===== src/rtl/stack_unit.sv =====
// stack_unit: registered-TOS/NOS operand stack; define STACK_ERR_EN for sticky overflow/underflow flags.
module stack_unit #(
  parameter int WIDTH = 8,
  parameter int DEPTH = 16,
  parameter int CW    = $clog2(DEPTH) + 1
) (
  input  logic             clk,
  input  logic             rst_n,
  input  logic             clear,
  input  logic             push,
  input  logic             pop,
  input  logic [WIDTH-1:0] din,
  output logic [WIDTH-1:0] tos,
  output logic [WIDTH-1:0] nos,
  output logic [CW-1:0]    count,
  output logic             empty,
  output logic             full,
  output logic             overflow,
  output logic             underflow
);
  localparam int AW = $clog2(DEPTH);
  logic [WIDTH-1:0] mem [DEPTH];
  logic [CW-1:0]    count_q, count_d;
  logic [WIDTH-1:0] tos_q, tos_d, nos_q, nos_d;
  logic [AW-1:0]    sp, top_idx, third_idx;
  logic             do_rep, do_push, do_pop;
  assign sp        = count_q[AW-1:0];
  assign top_idx   = sp - AW'(1);
  assign third_idx = sp - AW'(3);
  assign empty     = count_q == '0;
  assign full      = count_q == CW'(DEPTH);
  assign do_rep    = !clear && push && pop && !empty;
  assign do_push   = !clear && push && (!pop || empty) && !full;
  assign do_pop    = !clear && pop && !push && !empty;
  always_comb begin
    count_d = count_q;
    tos_d   = tos_q;
    nos_d   = nos_q;
    if (clear) begin
      count_d = '0;
      tos_d   = '0;
      nos_d   = '0;
    end else if (do_rep) begin
      tos_d = din;
    end else if (do_push) begin
      count_d = count_q + CW'(1);
      nos_d   = tos_q;
      tos_d   = din;
    end else if (do_pop) begin
      count_d = count_q - CW'(1);
      tos_d   = nos_q;
      nos_d   = count_q >= CW'(3) ? mem[third_idx] : '0;
    end
  end
  always_ff @(posedge clk or negedge rst_n) begin
    if (!rst_n) begin
      count_q <= '0;
      tos_q   <= '0;
      nos_q   <= '0;
    end else begin
      count_q <= count_d;
      tos_q   <= tos_d;
      nos_q   <= nos_d;
    end
  end
  // Array is deliberately unreset; writes are suppressed while reset is held.
  always_ff @(posedge clk) begin
    if (rst_n && (do_rep || do_push)) mem[do_rep ? top_idx : sp] <= din;
  end
`ifdef STACK_ERR_EN
  logic ovf_q, unf_q;
  always_ff @(posedge clk or negedge rst_n) begin
    if (!rst_n) begin
      ovf_q <= 1'b0;
      unf_q <= 1'b0;
    end else begin
      ovf_q <= !clear && (ovf_q || (push && !pop && full));
      unf_q <= !clear && (unf_q || (pop && !push && empty));
    end
  end
  assign overflow  = ovf_q;
  assign underflow = unf_q;
`else
  assign overflow  = 1'b0;
  assign underflow = 1'b0;
`endif
  assign tos   = tos_q;
  assign nos   = nos_q;
  assign count = count_q;
endmodule


===== config.mk =====
export PLATFORM = sky130hd
export DESIGN_NAME = stack_unit
export DESIGN_NICKNAME = d
export VERILOG_FILES = /design/src/rtl/stack_unit.sv
export SDC_FILE = /design/constraint.sdc
export NUM_CORES = 1
export LEC_CHECK = 0
export CORE_MARGIN = 2
export CORE_UTILIZATION = 25
export CTS_CLUSTER_SIZE = 8
export DETAILED_ROUTE_END_ITERATION = 8
export PLACE_DENSITY = 0.44
export RECOVER_POWER = 100
export SLEW_MARGIN = 10
export SYNTH_ARGS = -nofsm -noshare
export SYNTH_HDL_FRONTEND = slang
export SYNTH_SLANG_ARGS = --single-unit

===== constraint.sdc =====
create_clock -name clk -period 4.2 [get_ports clk]
set_input_delay 0.84 -clock clk [delete_from_list [all_inputs] [get_ports clk]]
set_output_delay 0.84 -clock clk [all_outputs]
set_load 0.03 [all_outputs]

==> results of run 1 <==
[per-stage QoR]
| step | setup slack [ps] | utilization (%) | hold WS (ps) | cells | power, mW |
|---|---|---|---|---|---|
| after floorplan | 966 | - | 544 | 399 | 3.26 |
| after global placement | 580 | 28.2 | 499 | 764 | 3.86 |
| after detailed placement | 493 | 28.2 | 509 | 764 | 3.88 |
| after CTS | 642 | 30.5 | 534 | 796 | 5.39 |
| after global routing | 255 | 30.2 | 565 | 796 | 5.56 |
| final | 579 | 30.2 | 540 | 796 | 5.25 |
[flip-flops by register name, indices dropped and copies added, names as in the netlist]
name   count
tos        8
mem      128
count      5
nos        8
[where the power goes]
group          total, mW  internal, mW  switching (mW)
clock               1.50         0.842           0.660
sequential          1.78          1.69          0.0842
combinational       1.97         0.822            1.14
total               5.25          3.36            1.89
[metal layers]
metal / global-route usage [%] / share of wire, % / vias to the layer above
met3: 2.55 / 4.1 / 10
li1: - / - / 1658
met5: 0 / 0 / -
met1: 17.4 / 47 / 1911
met2: 19.1 / 48 / 65
met4: 3.76 / 0.73 / 0
[critical path, stage by stage (launching register included)]
cell	delay, ps
dfrtp_2	350
clkbuf_2	1120
clkdlybuf4s50_1	880
[path summary, 6_finish.rpt]
| check | start | to | slack, ps | cells after the start |
|---|---|---|---|---|
| max | count[0] | count[0] | 580 | 2 |
| max in group asynchronous | rst_n | count[0] | 2110 | 2 |
| min in group asynchronous | rst_n | count[4] | 1280 | 2 |
| min | tos[7] | tos[7] | 540 | 2 |
| min reg2reg | tos[7] | tos[7] | 540 | 2 |
| max reg2reg | count[1] | count[4] | 730 | 11 |
[logic make-up (layout without fill, tap and decap cells)]
kind of cell             Yosys count  after routing  share of synthesized area, %
AO/OA/AOI/OAI                     73             73                          8.24
multiplexers                      47             47                          13.5
XOR/XNOR                           5              5                         0.673
flip-flops                       149            149                          67.1
AND/OR/NAND/NOR                   75             75                          5.92
other                              1              2                        0.0576
adder cells (fa/ha/maj)            8              8                          1.65
buffers and inverters             40            102                          2.90
[cells in the final DEF, fill, tap and decap left out, drive strengths merged, types with 5 or more instances in the layout]
cell	instances
edfxtp	128
mux4	32
dlygate4sd3	31
clkbuf	31
inv	25
nor2	24
dfrtp	21
nand2	17
o22ai	16
mux2i	13
o21ai	12
a21boi	10
nor2b	8
a22oi	8
a211oi	7
ha	7
clkinv	5
[final cells by class]
class / instances / area, µm² / share of cell area, %
Sequential cell: 149 / 4370 / 56.0
Clock buffer: 17 / 425 / 5.46
Inverter: 18 / 67.6 / 0.866
Multi-Input combinational cell: 210 / 1920 / 24.6
Clock inverter: 15 / 165 / 2.12
Tap cell: 335 / 419 / 5.38
Timing Repair Buffer: 52 / 428 / 5.49
==> results.py, run 1 <==
metrics = {
    "layout": {
        "layout.nets": 469,
        "diodes": 0,
        "syn2layout_area_growth_pct": 19.7,
        "final_area_um2": 7800,
        "drive_gt1_share_pct": 15.8,
        "nFillCells": 2589,
    },
    "sta": {
        "slew-limit-headroom_pct": -4.81,
        "period_minus_slack_ps": 3620,
        "finClkSkew_ps": 7.24,
        "slew_viol_final": 43,
        "setup_violations": 0,
        "final.setup.tns_ps": 0,
        "rsz0062_at_grt": "no",
        "tightest_slew_ps": 1570,
        "hold_violations": 0,
        "fmax_mhz": 276,
        "fin_crit_sh_pct": 86.2,
    },
    "hold_path": {
        "hold_class": "flop to flop",
    },
    "clock_tree": {
        "cts.sinks": 149,
        "cts_resized": 0,
        "hold_buffers": 0,
        "cts_made_buffers": 17,
        "worstSkewPairLatency_ps": 420,
        "post_cts_buffers": 0,
        "cts_root_buf": "clkbuf_16",
        "cts.clk_slew.worst_paths_ps": 70,
        "cts.path.max_buffers": 2,
        "h-tree-depth": 4,
        "cts_tree": "yes",
    },
    "synth": {
        "synthCells": 398,
        "yosys_most_used_dff": "edfxtp_1",
        "syn_area_per_cell_um2": 16.4,
        "synth_area_um2": 6510,
        "yosysMostFrequentCell": "edfxtp_1",
        "synth_top_area_share_pct": 59.0,
        "synthTopCellsByCount": "edfxtp_1, mux4_2, nor2_1",
        "yosys.area.top_type": "edfxtp_1",
        "ys_top_cells_by_area": "edfxtp_1, mux4_2, dfrtp_1",
        "ys_ff_latch": 149,
        "synth_edf_count": 128,
        "synth.distinct_cells": 57,
        "yosysSeqAreaShare_pct": 67.1,
        "yosys_warnings": 0,
        "synthArstFlopShare_pct": 14.1,
    },
    "routing": {
        "vias": 3644,
        "vias_per_cell": 4.58,
        "wl_per_cell_um": 19.8,
        "wirelength_um": 15800,
        "drt_iter0_markers": 210,
        "drt-pass1-iter-count": 4,
        "drtAntennaViolNets": 0,
        "drc_errors": 0,
    },
    "setup_path": {
        "path_class": "flop to output port",
        "path_max_fanout": 42,
        "worstPathRequired_ps": 3360,
        "arrival_ps": 2780,
        "startpoint_type": "flop",
        "endpoint_kind": "output port",
    },
    "placement": {
        "placed_area_um2": 7290,
        "gp_congestion": 0.791,
        "dp_hpwl_um": 10100,
        "portBuffers": 35,
    },
    "global_routing": {
        "grt_usage_pct": 12.3,
        "antenna_found_initial": 0,
        "globalRouteOverflowTotal": 0,
        "grt_pass1_vias": 3836,
        "grt_max_degree": 43,
        "grt_pass1_wl_um": 24000,
    },
    "floorplanning": {
        "core_um2": 25800,
        "rows": 59,
        "initial_core_util_pct": 25.2,
        "die_x_um": 165,
        "die-area_um2": 27400,
        "die_h_um": 165,
        "ioPinCount": 38,
    },
    "power": {
        "ir_worst_vdd_v": 0.000291,
        "powerDensity_nw_per_um2": 673,
        "leakage_nw": 2.66,
    },
    "job": {
        "maxCapViolCount": 1,
    },
    "status": {
        "outcome": "finished with violations",
        "violations": "max-capacitance violations, max-slew violations",
    },
}
(Power assumes the default switching activity.)
==> inputs of run 2 (changes only) <==
--- a/config.mk
+++ b/config.mk
@@ -6,10 +6,10 @@
 export NUM_CORES = 1
 export LEC_CHECK = 0
 export CORE_MARGIN = 2
-export CORE_UTILIZATION = 25
+export CORE_UTILIZATION = 59
 export CTS_CLUSTER_SIZE = 8
 export DETAILED_ROUTE_END_ITERATION = 8
-export PLACE_DENSITY = 0.44
+export PLACE_DENSITY = 0.83
 export RECOVER_POWER = 100
 export SLEW_MARGIN = 10
 export SYNTH_ARGS = -nofsm -noshare
==> results.py, run 2 (synthesis results as in run 1) <==
metrics = {
    "placement": {
        "placed_area_um2": 6950,
        "portBuffers": 35,
        "dp_hpwl_um": 8540,
        "gp_congestion": 0.918,
        "dpl.cell_count": 556,
    },
    "sta": {
        "setup_violations": 0,
        "tightest_slew_ps": 1490,
        "slew_viol_final": 0,
        "hold_violations": 0,
        "final.setup.tns_ps": 0,
        "holdWs_ps": 508,
        "rsz0062_at_grt": "no",
        "fmax_mhz": 270,
        "fin_crit_sh_pct": 88.3,
        "period_minus_slack_ps": 3710,
        "finClkSkew_ps": 7.04,
        "slew-limit-headroom_pct": 0.977,
    },
    "global_routing": {
        "antenna_found_initial": 0,
        "grt_max_degree": 43,
        "grt_pass1_vias": 3795,
        "globalRouteOverflowTotal": 0,
        "grt_pass1_wl_um": 21200,
        "grt_usage_pct": 25.2,
    },
    "hold_path": {
        "whs_path_depth": 2,
        "hold_class": "flop to flop",
        "holdCritStartpoint": "tos[7]",
    },
    "floorplanning": {
        "rows": 38,
        "die_h_um": 109,
        "initial_core_util_pct": 60.3,
        "core_um2": 10800,
        "die-area_um2": 11900,
        "ioPinCount": 38,
        "die_x_um": 109,
    },
    "routing": {
        "drc_errors": 0,
        "drtAntennaViolNets": 0,
        "vias_per_cell": 6.41,
        "wirelength_um": 13800,
        "wl_per_cell_um": 23.4,
        "drt-pass1-iter-count": 5,
        "drt_iter0_markers": 361,
        "vias": 3767,
    },
    "layout": {
        "final_common_cell": "edfxtp_1",
        "diodes": 0,
        "largest_register": "mem",
        "multi_input_area_um2": 1950,
        "drive_gt1_share_pct": 15.6,
        "layout.nets": 456,
        "finish.utilization_pct": 69.4,
        "final_area_um2": 7490,
        "nFillCells": 675,
        "instances_no_fill": 588,
        "regArea_um2": 4370,
        "largest_reg_flops": 128,
        "final_cell_mix": "edfxtp_1, dlygate4sd3_1, mux4_2",
        "syn2layout_area_growth_pct": 15.0,
    },
    "status": {
        "outcome": "finished, final reports clean",
    },
    "setup_path": {
        "endpoint_kind": "output port",
        "crit_cells": 2,
        "crit-reg2reg-launch": "count[0]",
        "path_class": "flop to output port",
        "worstPathRequired_ps": 3360,
        "worst-r2r-setup-slack_ps": 660,
        "reg2reg_depth": 6,
        "critPathTopFamily": "buffers and inverters",
        "arrival_ps": 2870,
        "startpoint": "count[0]",
        "cpPeakStageDelay_ps": 1080,
        "path_cells": "clkbuf_2 -> dlygate4sd3_1",
        "startpoint_type": "flop",
        "path_max_fanout": 42,
        "cpMaxStageDelayCell": "clkbuf_2",
        "path_buf_inv": 2,
    },
    "clock_tree": {
        "cts.path.max_buffers": 2,
        "hold_buffers": 0,
        "cts_resized": 0,
        "cts_tree": "yes",
        "cts.clk_slew.worst_paths_ps": 60,
        "post_cts_buffers": 0,
        "cts_root_buf": "clkbuf_8",
        "cts_made_buffers": 17,
        "cts.sinks": 149,
        "h-tree-depth": 4,
        "worstSkewPairLatency_ps": 540,
    },
    "power": {
        "leakage_nw": 2.62,
        "ir_worst_vdd_v": 0.000456,
        "powerDensity_nw_per_um2": 686,
    },
    "job": {
        "maxCapViolCount": 0,
    },
}
## run 2: per-stage QoR
step                power [mW]  setup slack [ps]
floorplan                 3.26               966
global route              5.36               275
CTS                       5.18               601
finish                    5.14               493
global placement          3.69               575
detailed placement        3.74               421
## run 2: worst paths after layout
check / endpoint
worst max-delay path: count[0]
worst min-delay path: tos[7]
worst max register to register: mem[8][3]
worst min register to register: tos[7]
max in group asynchronous: count[0]
min in group asynchronous: count[2]
## run 2: worst reg2reg max path: cells and delay by family (launching register included)
| family | cells | cell delay (ps) |
|---|---|---|
| DFF | 1 | 400 |
| and+or+nand+nor | 3 | 1630 |
| AOI/OAI and AO/OA | 2 | 360 |
| buffers and inverters | 1 | 780 |
## run 2: metal layers
metal | global-route usage [%] | wire [µm]
met5 | 0 | 0
met4 | 11.0 | 415
met3 | 6.34 | 1110
met2 | 40.9 | 6920
met1 | 32.3 | 5330
## run 2: area by class of cell
class | count | share of cell area [%]
well taps | 140 | 2.34
inverters | 18 | 0.902
clock inverters | 14 | 1.79
repair buffers | 39 | 5.00
multi-input cells | 210 | 26.0
clock buffers | 18 | 5.58
flip-flops and latches | 149 | 58.4
## run 2: report_power, final
| group | internal, mW | leakage, nW | switching [mW] |
|---|---|---|---|
| combinational | 0.814 | 0.915 | 1.12 |
| sequential | 1.70 | 1.44 | 0.0967 |
| clock | 0.840 | 0.272 | 0.575 |
| total | 3.35 | 2.62 | 1.79 |
==> inputs of run 3 (changes only) <==
--- a/config.mk
+++ b/config.mk
@@ -11,7 +11,7 @@
 export DETAILED_ROUTE_END_ITERATION = 8
 export PLACE_DENSITY = 0.83
 export RECOVER_POWER = 100
-export SLEW_MARGIN = 10
+export SLEW_MARGIN = 15
 export SYNTH_ARGS = -nofsm -noshare
 export SYNTH_HDL_FRONTEND = slang
 export SYNTH_SLANG_ARGS = --single-unit
==> results of run 3 <==
No change in the layout: final DEF, timing and power equal those of run 2.
